### src/rtl/cmos_nvram_pkg.sv
// Shared types and default widths for the CMOS NVRAM arbiter.
package cmos_nvram_pkg;

  localparam int unsigned DEF_ADDR_W = 10;  // 1K CMOS locations
  localparam int unsigned DEF_DATA_W = 4;   // nibble-wide CMOS RAM
  localparam int unsigned DEF_HPS_W  = 8;   // HPS ioctl byte

  typedef enum logic [1:0] {
    IDLE   = 2'd0,
    CPU_RD = 2'd1,
    HPS_WR = 2'd2,
    HPS_RD = 2'd3
  } state_t;

  typedef enum logic {
    PK_WR = 1'b0,
    PK_RD = 1'b1
  } pend_kind_t;

endpackage

### src/rtl/cmos_nvram_arbiter.sv
// Shares the single-port CMOS RAM between the game CPU and the HPS ioctl
// save/load path. CPU accesses always win; a one-entry buffer holds a single
// HPS byte access until a free slot. CPU writes raise a dirty flag for autosave.
//
// Ports:
//   clock_12, reset_n           clock and synchronous active-low reset
//   cpu_ce/we/addr/din, cpu_dout CPU access strobe and read data (2 cycles)
//   dn_active, dn_wr/addr/data  HPS load: hold CPU, byte writes
//   up_rd/addr, up_data/ack     HPS save: byte read request and response
//   cpu_hold                    keeps CPU in reset while loading
//   dirty, dirty_clr            CPU-wrote-since-last-save flag and its clear
//   mem_addr/we/din, mem_dout   RAM port (combinational drive, 1-cycle read)
module cmos_nvram_arbiter
  import cmos_nvram_pkg::*;
#(
  parameter int unsigned ADDR_W = DEF_ADDR_W,
  parameter int unsigned DATA_W = DEF_DATA_W,
  parameter int unsigned HPS_W  = DEF_HPS_W
) (
  input  logic              clock_12,
  input  logic              reset_n,
  input  logic              cpu_ce,
  input  logic              cpu_we,
  input  logic [ADDR_W-1:0] cpu_addr,
  input  logic [DATA_W-1:0] cpu_din,
  output logic [DATA_W-1:0] cpu_dout,
  input  logic              dn_active,
  input  logic              dn_wr,
  input  logic [ADDR_W-1:0] dn_addr,
  input  logic [HPS_W-1:0]  dn_data,
  input  logic              up_rd,
  input  logic [ADDR_W-1:0] up_addr,
  output logic [HPS_W-1:0]  up_data,
  output logic              up_ack,
  output logic              cpu_hold,
  output logic              dirty,
  input  logic              dirty_clr,
  output logic [ADDR_W-1:0] mem_addr,
  output logic              mem_we,
  output logic [DATA_W-1:0] mem_din,
  input  logic [DATA_W-1:0] mem_dout
);

  localparam int unsigned PAD_W = HPS_W - DATA_W;

  state_t              state;
  state_t              state_nxt;
  logic                cpu_acc_c;
  logic                cpu_wr_acc_c;
  logic                pend_clr_c;
  logic                pend_full;
  pend_kind_t          pend_kind;
  logic [ADDR_W-1:0]   pend_addr;
  logic [DATA_W-1:0]   pend_data;
  logic                unused_pad;

  // Padding bits of the HPS write byte are intentionally discarded.
  assign unused_pad = ^dn_data[HPS_W-1:DATA_W];

  // CPU strobes are ignored while the CPU is held for a load.
  assign cpu_acc_c    = cpu_ce & ~cpu_hold;
  assign cpu_wr_acc_c = (state == IDLE) & cpu_acc_c & cpu_we;

  // State register.
  always_ff @(posedge clock_12) begin
    if (!reset_n) begin
      state <= IDLE;
    end else begin
      state <= state_nxt;
    end
  end

  // Next state and RAM port drive; reset forces the port quiet.
  always_comb begin
    state_nxt  = state;
    mem_addr   = '0;
    mem_we     = 1'b0;
    mem_din    = '0;
    pend_clr_c = 1'b0;
    unique case (state)
      IDLE: begin
        if (cpu_acc_c) begin
          mem_addr = cpu_addr;
          if (cpu_we) begin
            mem_we  = 1'b1;
            mem_din = cpu_din;
          end else begin
            state_nxt = CPU_RD;
          end
        end else if (pend_full) begin
          mem_addr = pend_addr;
          if (pend_kind == PK_WR) begin
            mem_we    = 1'b1;
            mem_din   = pend_data;
            state_nxt = HPS_WR;
          end else begin
            state_nxt = HPS_RD;
          end
        end
      end
      CPU_RD: begin
        state_nxt = IDLE;
      end
      HPS_WR: begin
        pend_clr_c = 1'b1;
        state_nxt  = IDLE;
      end
      HPS_RD: begin
        pend_clr_c = 1'b1;
        state_nxt  = IDLE;
      end
      default: begin
        state_nxt = IDLE;
      end
    endcase
    if (!reset_n) begin
      state_nxt  = IDLE;
      mem_addr   = '0;
      mem_we     = 1'b0;
      mem_din    = '0;
      pend_clr_c = 1'b0;
    end
  end

  // Read-data capture, HPS response, hold and dirty tracking.
  always_ff @(posedge clock_12) begin
    if (!reset_n) begin
      cpu_dout <= '0;
      up_data  <= '0;
      up_ack   <= 1'b0;
      cpu_hold <= 1'b0;
      dirty    <= 1'b0;
    end else begin
      cpu_hold <= dn_active;
      up_ack   <= 1'b0;
      if (state == CPU_RD) begin
        cpu_dout <= mem_dout;
      end
      if (state == HPS_RD) begin
        up_data <= HPS_W'({{PAD_W{1'b1}}, mem_dout});
        up_ack  <= 1'b1;
      end
      // A coincident clear loses to a CPU write.
      if (cpu_wr_acc_c) begin
        dirty <= 1'b1;
      end else if (dirty_clr) begin
        dirty <= 1'b0;
      end
    end
  end

  // One-entry HPS buffer; strobes arriving while it is full are dropped.
  always_ff @(posedge clock_12) begin
    if (!reset_n) begin
      pend_full <= 1'b0;
      pend_kind <= PK_WR;
      pend_addr <= '0;
      pend_data <= '0;
    end else if (pend_clr_c) begin
      pend_full <= 1'b0;
    end else if (!pend_full) begin
      if (dn_wr) begin
        pend_full <= 1'b1;
        pend_kind <= PK_WR;
        pend_addr <= dn_addr;
        pend_data <= dn_data[DATA_W-1:0];
      end else if (up_rd) begin
        pend_full <= 1'b1;
        pend_kind <= PK_RD;
        pend_addr <= up_addr;
      end
    end
  end

  // CPU accesses must only arrive while the arbiter is idle.
  always_ff @(posedge clock_12) begin
    if (reset_n) begin
      assert (!(cpu_acc_c && (state != IDLE)))
        else $error("cmos_nvram_arbiter: cpu access while arbiter busy");
    end
  end

endmodule

### config.mk
export PLATFORM = sky130hd
export DESIGN_NAME = cmos_nvram_arbiter
export DESIGN_NICKNAME = d
export VERILOG_FILES = /design/src/rtl/cmos_nvram_pkg.sv /design/src/rtl/cmos_nvram_arbiter.sv
export SDC_FILE = /design/constraint.sdc
export NUM_CORES = 1
export LEC_CHECK = 0
export BUFFER_PORTS_ARGS = -buffer_cell sky130_fd_sc_hd__clkbuf_2
export CORE_ASPECT_RATIO = 1.25
export CORE_MARGIN = 8
export CORE_UTILIZATION = 40
export DETAILED_ROUTE_END_ITERATION = 16
export PLACE_DENSITY_LB_ADDON = 0.25
export SLEW_MARGIN = 15
export SYNTH_ARGS = -nofsm -noshare
export SYNTH_HDL_FRONTEND = slang
export SYNTH_SLANG_ARGS = --single-unit
### constraint.sdc
create_clock -name clock_12 -period 3.7 [get_ports clock_12]
set_clock_uncertainty 0.2 [all_clocks]
set_input_delay 0.37 -clock clock_12 [delete_from_list [all_inputs] [get_ports clock_12]]
set_output_delay 0.37 -clock clock_12 [all_outputs]
set_load 0.01 [all_outputs]
==> flow_metrics.env, run 1 <==
export IMPL_grt_pass1_vias=1367
export IMPL_switching_share=0.225
export IMPL_grt_pass1_wl_um=6200
export IMPL_p_int_uw=694
export IMPL_dr_wl_met2_um=1780
export IMPL_drt_wl_total_um=3700
export IMPL_clkTransAtPathRegs_ns=0.07
export IMPL_vias=1319
export IMPL_cts_sinks=30
export IMPL_synth_top_family_by_area="compound AO/OA/AOI/OAI gates"
export IMPL_rr_startpoint="state[1]"
export IMPL_worstPathCellList="or3b_4, nor3_4, a22o_2, clkbuf_2"
export IMPL_insertion_delay_ns=0.27
export IMPL_p_per_area_mw_per_mm2=464
export IMPL_vias_per_cell=5.13
export IMPL_yosys_area_share_simple=0.150
export IMPL_wl_met3_um=298
export IMPL_cts_hold_buffers_added=0
export IMPL_slew_violations=0
export IMPL_first_pass_iters=4
export IMPL_synthAdderAreaFrac=0
export IMPL_cts_tree="yes"
export IMPL_cts_resized_gates=0
export IMPL_synth_nets=198
export IMPL_ys_types=29
export IMPL_syn_inst=144
export IMPL_muxShareOfSynthArea=0.127
export IMPL_finalCriticalPeriod_ns=2.61
export IMPL_cts_buffers=5
export IMPL_finalHoldViolations=0
export IMPL_ctsHtreeMaxLevel=2
export IMPL_synth_compound_area_share=0.238
export IMPL_crit_start="state[1]"
export IMPL_timing_critical_path_buf_inv=1
export IMPL_top_layer="met4"
export IMPL_wl_met1_um=1580
export IMPL_antenna_found_initial=0
export IMPL_tightestPinTransition_ns=0.763
export IMPL_drtIter0Drc=51
export IMPL_switching_power_uw=202
export IMPL_leakage_nw=0.938
export IMPL_grt_use_total=0.130
export IMPL_synth_flop_cell="dfxtp_1"
export IMPL_clockBufferDepth=2
export IMPL_ys_seq_area_frac=0.424
export IMPL_core_area_mm2=0.00345
export IMPL_wire_per_inst_um=14.4
export IMPL_cp_top_family="simple AND/OR/NAND/NOR gates"
export IMPL_grt_overflow_total=0
export IMPL_cts_setup_buffers=0
export IMPL_portBuffers=79
export IMPL_finalSetupViolations=0
export IMPL_clock_fmax_mhz=383
export IMPL_nNetsFinal=271
export IMPL_die_h_um=82.6
export IMPL_hold_class="in -> reg"
export IMPL_ys_async_sr_fraction=0
export IMPL_start_kind="register"
export IMPL_hpwl_um=2920
export IMPL_ys_warn_count=0
export IMPL_io_pins=84
export IMPL_endpoint_kind="output pin"
export IMPL_layout_common_cells="clkbuf_2 (79), dfxtp_1 (30), mux2i_1 (18)"
export IMPL_postRouteAntennaNets=0
export IMPL_fin_ws_ns=1.09
export IMPL_cts_root_buf="clkbuf_8"
export IMPL_holdCritStartpoint="dirty_clr"
export IMPL_grt_max_degree=27
export IMPL_outcome="completed"
export IMPL_synth_xor_area_frac=0
export IMPL_syn_area_mm2=0.00142
export IMPL_seq_power_share=0.400
export IMPL_p_comb_frac=0.145
export IMPL_start_util=0.411
export IMPL_area_growth_syn_to_layout_pct=36.4
export IMPL_drive_gt1_frac=0.472
export IMPL_crit_type="reg -> out"
export IMPL_grt_setup_unrepaired="no"
export IMPL_synth_avg_cell_area_um2=9.84
export IMPL_drc=0
export IMPL_tns_ns=0
export IMPL_rows=24
export IMPL_fin_crit_sh=0.705
export IMPL_irDropWorstVdd_v=0.000390
export IMPL_final_common_cell="clkbuf_2"
export IMPL_reg2reg_setup_slack_ns=1.87
export IMPL_critPathSlowestCell="nor3_4"
export IMPL_path_max_fanout=12
export IMPL_slowest_delay_ns=0.49
export IMPL_arrival_ns=2.04
export IMPL_diodes=0
export IMPL_die_w_um=69.2
export IMPL_slew_limit_headroom=0.491
export IMPL_dieArea_mm2=0.00572
export IMPL_dp_slack_ns=1.29
export IMPL_gp_congestion=0.725
export IMPL_crit_required_ns=3.13
export IMPL_drv_cap=0
export IMPL_clkPwrFrac=0.456
export IMPL_synth_seq_cells=30
export IMPL_synth_edff_count=0
-- metrics by stage --
| stage | instances | util | power (mW) | cell area, um^2 | hold slack (ns) |
|---|---|---|---|---|---|
| after floorplan | 144 | - | 0.446 | 1420 | 0.258 |
| after global placement | 249 | 0.518 | 0.496 | 1790 | 0.245 |
| after detailed placement | 249 | 0.518 | 0.497 | 1790 | 0.256 |
| after CTS | 257 | 0.560 | 0.908 | 1930 | 0.0568 |
| after global routing | 257 | 0.560 | 0.939 | 1930 | 0.0831 |
| final | 257 | 0.560 | 0.896 | 1930 | 0.0642 |
-- final timing paths --
check                                    to  cells past startpoint
worst min-delay path                  dirty                      2
worst min register to register   up_data[1]                      2
worst max-delay path            mem_addr[4]                      4
worst max register to register     state[0]                      3
-- final cells by class --
cell class / count / area [um^2]
Tap cell: 39 / 48.8
Multi-Input combinational cell: 98 / 731
Clock buffer: 6 / 82.6
Clock inverter: 2 / 60.1
Fill cell: 327 / 1520
Inverter: 2 / 7.51
Timing Repair Buffer: 80 / 403
Sequential cell: 30 / 601
-- power by group through the flow --
stage / Clock [mW] / Combinational, mW / Sequential (mW)
after floorplan: 0 / 0.0845 / 0.362
after global placement: 0 / 0.131 / 0.365
after detailed placement: 0 / 0.131 / 0.366
after CTS: 0.418 / 0.132 / 0.358
after global routing: 0.433 / 0.145 / 0.361
final: 0.408 / 0.130 / 0.358
-- worst reg2reg max path: cells and delay by family, from the launching register on --
family           cells  cell delay, ns
AO/OA/AOI/OAI        1            0.19
flip-flops           1            0.42
AND/OR/NAND/NOR      2            0.97
-- registers in the layout, indices dropped and copies added, names as in the netlist --
register,count
cpu_dout,4
pend_kind,1
pend_data,4
cpu_hold,1
up_data,5
pend_addr,10
state,2
up_ack,1
dirty,1
pend_full,1
-- synth_stat cells, types with 3 or more instances --
library cell,instances,area [um^2]
a21oi_1,17,85.1
a22o_2,10,100
a311oi_1,10,87.6
a32o_1,4,40.0
buf_2,3,15.0
buf_4,4,30.0
clkbuf_1,6,22.5
dfxtp_1,30,601
mux2i_1,18,180
nand2_1,7,26.3
nand3_1,4,20.0
nor2_1,11,41.3
nor3_1,4,20.0
-- layer usage --
| layer | vias up | global-route usage |
|---|---|---|
| li1 | 683 | - |
| met4 | 0 | 0.0493 |
| met1 | 579 | 0.131 |
| met5 | - | 0 |
| met3 | 5 | 0.0562 |
| met2 | 52 | 0.235 |
-- logic make-up (layout without fill, tap and decap cells) --
logic type,after synthesis,count (layout)
AOI/OAI and AO/OA,44,44
buffers and inverters,16,90
and+or+nand+nor,36,36
muxes,18,18
DFF,30,30
Note: power is estimated with default switching activity, not from simulation.
==> run 2, diff against run 1 <==
--- a/config.mk
+++ b/config.mk
@@ -8,7 +8,7 @@
 export BUFFER_PORTS_ARGS = -buffer_cell sky130_fd_sc_hd__clkbuf_2
 export CORE_ASPECT_RATIO = 1.25
 export CORE_MARGIN = 8
-export CORE_UTILIZATION = 40
+export CORE_UTILIZATION = 39
 export DETAILED_ROUTE_END_ITERATION = 16
 export PLACE_DENSITY_LB_ADDON = 0.25
 export SLEW_MARGIN = 15
==> constraint.sdc (replaced) <==
create_clock -name clock_12 -period 2.1 [get_ports clock_12]
set_clock_uncertainty 0.2 [all_clocks]
set_input_delay 0.21 -clock clock_12 [delete_from_list [all_inputs] [get_ports clock_12]]
set_output_delay 0.21 -clock clock_12 [all_outputs]
set_load 0.01 [all_outputs]
==> run 2 against run 1 <==
Non-clock buffer count is 17 higher; count of clock-buffer cells in the layout is 2 higher; combinational power is 120% higher; critical endpoint is now mem_din[0]; hold slack worse by 0.064 ns; power is 61% higher; die area is 2.0% higher.
==> flow_metrics.env, run 2 (synthesis gave the netlist of run 1 again) <==
export IMPL_gp_congestion=0.700
export IMPL_hpwl_um=3020
export IMPL_clockBufferDepth=2
export IMPL_fin_crit_sh=0.996
export IMPL_worstPathCellList="or3b_4, nor4_4, a32o_1, buf_2"
export IMPL_grt_overflow_total=0
export IMPL_insertion_delay_ns=0.27
export IMPL_top_register="pend_addr"
export IMPL_cts_buffers=5
export IMPL_drtIter0Drc=47
export IMPL_p_total_mw=1.44
export IMPL_arrival_ns=1.68
export IMPL_grt_pass1_vias=1453
export IMPL_ctsHtreeMaxLevel=2
export IMPL_clkTransAtPathRegs_ns=0.06
export IMPL_cts_sinks=30
export IMPL_wire_per_inst_um=15.1
export IMPL_clock_fmax_mhz=478
export IMPL_slowest_delay_ns=0.45
export IMPL_path_max_fanout=5
export IMPL_grt_use_total=0.134
export IMPL_drt_wl_total_um=4140
export IMPL_whs_ns=0.000338
export IMPL_tightestPinTransition_ns=0.538
export IMPL_layout_common_cells="clkbuf_2 (66), dfxtp_1 (29), mux2i_1 (18)"
export IMPL_io_pins=84
export IMPL_vias=1426
export IMPL_cp_top_family="simple AND/OR/NAND/NOR gates"
export IMPL_slew_violations=0
export IMPL_start_kind="register"
export IMPL_antenna_found_initial=0
export IMPL_postRouteAntennaNets=0
export IMPL_finalCriticalPeriod_ns=2.09
export IMPL_leakage_nw=1.03
export IMPL_endpoint_kind="output pin"
export IMPL_fin_ws_ns=0.00927
export IMPL_crit_type="reg -> out"
export IMPL_rows=24
export IMPL_grt_pass1_wl_um=6510
export IMPL_diodes=0
export IMPL_crit_required_ns=1.69
export IMPL_dp_slack_ns=0.180
export IMPL_p_per_area_mw_per_mm2=677
export IMPL_outcome="completed"
export IMPL_top_regs="pend_addr: 10 flops, up_data: 5 flops"
export IMPL_fin_area_mm2=0.00213
export IMPL_drive_gt1_frac=0.481
export IMPL_finalHoldViolations=0
export IMPL_drc=0
export IMPL_hold_class="in -> reg"
export IMPL_drv_cap=0
export IMPL_cts_tree="yes"
export IMPL_first_pass_iters=4
export IMPL_slew_limit_headroom=0.639
export IMPL_portBuffers=79
export IMPL_grt_setup_unrepaired="yes"
export IMPL_placed_area_mm2=0.00184
export IMPL_grt_max_degree=21
export IMPL_final_common_cell="clkbuf_2"
export IMPL_largest_reg_flops=10
export IMPL_area_growth_syn_to_layout_pct=50.4
export IMPL_critPathSlowestCell="or3b_4"
export IMPL_vias_per_cell=5.20
export IMPL_irDropWorstVdd_v=0.000472
export IMPL_start_util=0.407
export IMPL_finalSetupViolations=0
export IMPL_die_w_um=69.9
export IMPL_timing_critical_path_buf_inv=1
export IMPL_die_h_um=83.4
export IMPL_core_area_mm2=0.00348
export IMPL_cts_root_buf="clkbuf_8"
export IMPL_dieArea_mm2=0.00583
export IMPL_nNetsFinal=288
==> run 2: worst register-to-register path, stage by stage, from the launching register on <==
cell and delay [ns]:
dfxtp_1 0.31, buf_4 0.17, nor3b_2 0.49, mux2i_1 0.24
nor2_1 0.05
==> run 2: routing by layer <==
metal | GRT usage | routed length, um | part of all wire | vias to the layer above
met5 | 0 | 0 | 0 | -
met4 | 0.0385 | 45 | 0.011 | 0
met1 | 0.130 | 1640 | 0.40 | 650
met2 | 0.241 | 2100 | 0.51 | 52
met3 | 0.0655 | 350 | 0.085 | 5
li1 | - | - | - | 719
==> run 2: stage by stage <==
step	utilization	cells	setup TNS [ns]
2_1_floorplan	-	144	0
5_1_grt	0.612	274	-0.721
3_5_place_dp	0.527	255	0
6_report	0.612	274	0
4_1_cts	0.593	274	-0.00836
3_3_place_gp	0.527	255	0
==> run 2: layout make-up <==
| cell class | instances | area, um^2 |
|---|---|---|
| Inverter | 2 | 7.51 |
| Fill cell | 319 | 1350 |
| Tap cell | 39 | 48.8 |
| Multi-Input combinational cell | 98 | 732 |
| Timing Repair Buffer | 97 | 632 |
| Clock buffer | 8 | 110 |
| Sequential cell | 30 | 602 |
==> run 2: power by group <==
group	leakage, nW	total, mW	switching [mW]	internal [mW]
sequential	0.247	0.629	0.0227	0.606
combinational	0.727	0.283	0.133	0.150
clock	0.0575	0.531	0.201	0.330
total	1.03	1.44	0.357	1.09
==> run 2: path summary, 6_finish.rpt <==
kind | startpoint | to | slack (ns) | cells after the start
max | state[0] | mem_din[0] | 0.009 | 4
min | mem_dout[3] | cpu_dout[3] | 0.0003 | 3
max reg2reg | state[1] | pend_data[2] | 0.53 | 4
min reg2reg | up_data[2] | up_data[2] | 0.26 | 2
==> run 2: repair_timing <==
item / CTS / global route
hold endpoints to repair: 10 / 0
endpoints found under the setup margin: 14 / 14
resized for setup: 1 / 25
hold buffers: 9 / 0
buffers inserted: 2 / 0
pin swaps: 1 / 2
==> run 3, diff against run 2 <==
--- a/config.mk
+++ b/config.mk
@@ -10,7 +10,7 @@
 export CORE_MARGIN = 8
 export CORE_UTILIZATION = 39
 export DETAILED_ROUTE_END_ITERATION = 16
-export PLACE_DENSITY_LB_ADDON = 0.25
+export PLACE_DENSITY = 0.76
 export SLEW_MARGIN = 15
 export SYNTH_ARGS = -nofsm -noshare
 export SYNTH_HDL_FRONTEND = slang
==> constraint.sdc (replaced) <==
create_clock -name clock_12 -period 1.8 [get_ports clock_12]
set_clock_uncertainty 0.2 [all_clocks]
set_input_delay 0.18 -clock clock_12 [delete_from_list [all_inputs] [get_ports clock_12]]
set_output_delay 0.18 -clock clock_12 [all_outputs]
set_load 0.01 [all_outputs]
==> run 3 against run 2 <==
The run now ends with negative setup slack left; power is 13% higher; final area grew 2.0%; setup slack got worse by 0.24 ns; global-route usage grew 0.16 points; wire length shrank 0.17%; clock power grew 3%; sequential share of layout area shrank 0.49 points; cell count up 2.9%; count of clock-buffer cells in the layout shrank 1; die area is the same; critical path type unchanged; largest power group unchanged; highest routed layer unchanged.
==> flow_metrics.env, run 3 (synthesis gave the netlist of run 1 again) <==
export IMPL_tightestPinTransition_ns=0.341
export IMPL_min_path_cells=3
export IMPL_fin_ws_ns=-0.234
export IMPL_drv_cap=0
export IMPL_hold_end="pend_full"
export IMPL_vias_per_cell=5.19
export IMPL_grt_overflow_total=0
export IMPL_cts_tree="yes"
export IMPL_diodes=0
export IMPL_nNetsFinal=296
export IMPL_io_pins=84
export IMPL_drtIter0Drc=56
export IMPL_grt_pass1_wl_um=6640
export IMPL_finalHoldViolations=0
export IMPL_start_util=0.407
export IMPL_cts_buffers=5
export IMPL_layout_common_cells="clkbuf_2 (66), dfxtp_1 (28), mux2i_1 (18)"
export IMPL_dieArea_mm2=0.00583
export IMPL_rr_startpoint="state[1]"
export IMPL_clock_fmax_mhz=492
export IMPL_leakage_nw=1.05
export IMPL_top_register="pend_addr"
export IMPL_clkTransAtPathRegs_ns=0.06
export IMPL_drive_gt1_frac=0.498
export IMPL_rows=24
export IMPL_top_regs="pend_addr: 10 flops, up_data: 5 flops"
export IMPL_area_growth_syn_to_layout_pct=53.4
export IMPL_drc=0
export IMPL_endpoint_kind="output pin"
export IMPL_antenna_found_initial=0
export IMPL_rr_endpoint="state[0]"
export IMPL_core_area_mm2=0.00348
export IMPL_reg2regPathDepth=6
export IMPL_die_w_um=69.9
export IMPL_reg2reg_setup_slack_ns=0.13
export IMPL_cts_sinks=30
export IMPL_outcome="complete, but fails checks"
export IMPL_gp_congestion=0.762
export IMPL_die_h_um=83.4
export IMPL_slew_limit_headroom=0.771
export IMPL_violations="negative setup slack"
export IMPL_wire_per_inst_um=14.7
export IMPL_drt_wl_total_um=4130
export IMPL_cts_root_buf="clkbuf_8"
export IMPL_arrival_ns=1.65
export IMPL_final_common_cell="clkbuf_2"
export IMPL_p_total_mw=1.63
export IMPL_finalCriticalPeriod_ns=2.03
export IMPL_grt_pass1_vias=1523
export IMPL_p_per_area_mw_per_mm2=748
export IMPL_crit_type="reg -> out"
export IMPL_ctsHtreeMaxLevel=2
export IMPL_vias=1463
export IMPL_irDropWorstVdd_v=0.000491
export IMPL_hold_class="in -> reg"
export IMPL_utilization=0.624
export IMPL_hpwl_um=3120
export IMPL_portBuffers=79
export IMPL_clockBufferDepth=2
export IMPL_grt_use_total=0.135
export IMPL_insertion_delay_ns=0.28
export IMPL_path_max_fanout=10
export IMPL_fin_crit_sh=1.13
export IMPL_slew_violations=0
export IMPL_first_pass_iters=4
export IMPL_postRouteAntennaNets=0
export IMPL_crit_required_ns=1.42
export IMPL_start_kind="register"
export IMPL_finalSetupViolations=15
export IMPL_holdCritStartpoint="up_rd"
export IMPL_largest_reg_flops=10
export IMPL_grt_max_degree=21
export IMPL_grt_setup_unrepaired="yes"
run 3: worst max path at each step:
stage             start           to  slack (ns)
3_5_place_dp   state[0]  mem_addr[7]        0.01
5_1_grt        state[1]  mem_addr[3]       -0.30
6_report       state[1]  mem_addr[3]       -0.23
4_1_cts        state[1]  mem_addr[7]       -0.25
3_3_place_gp   state[0]  mem_addr[3]        0.01
2_1_floorplan  state[0]  mem_addr[1]         0.1
run 3: stage by stage:
| stage | instance area [um^2] | hold WS, ns | cells | setup slack [ns] | setup TNS [ns] |
|---|---|---|---|---|---|
| floorplan | 1420 | 0.0677 | 144 | 0.0993 | 0 |
| global placement | 1890 | 0.157 | 261 | 0.0133 | 0 |
| detailed placement | 1890 | 0.169 | 261 | 0.0136 | 0 |
| CTS | 2090 | 0.00320 | 280 | -0.251 | -3.23 |
| global route | 2170 | 0.0294 | 282 | -0.296 | -3.78 |
| finish | 2170 | 0.0123 | 282 | -0.234 | -2.98 |
run 3: repair_timing:
| item | 4_1_cts | 5_1_grt |
|---|---|---|
| buffers inserted | 1 | 2 |
| pin swaps | 4 | 3 |
| hold endpoints to repair | 14 | 0 |
| resized for setup | 0 | 28 |
| setup endpoints to repair | 15 | 15 |
| hold buffers | 10 | 0 |
run 3: worst max-delay path, stage by stage (launching register included):
cell,delay (ns)
dfxtp_2,0.32
or3b_4,0.44
nor3_4,0.19
buf_12,0.16
a22o_2,0.14
clkbuf_2,0.13
run 3: metal layers:
layer	up-vias	GRT usage	routed length, um
met5	-	0	0
met4	0	0.0604	92
met3	9	0.0643	374
met2	60	0.237	2050
met1	656	0.130	1610
li1	738	-	-
run 3: final cells by class:
cell class	count	area [um^2]
inverters	2	7.51
flip-flops and latches	30	603
multi-input cells	98	734
fillers	311	1310
clock buffers	7	86.3
clock inverters	1	5.00
repair buffers	105	689
well taps	39	48.8
run 3: power breakdown:
group	leakage (nW)	switching [mW]	internal, mW	total, mW
clock network	0.0482	0.240	0.308	0.547
registers	0.247	0.0258	0.707	0.733
logic	0.759	0.158	0.189	0.347
total	1.05	0.424	1.20	1.63
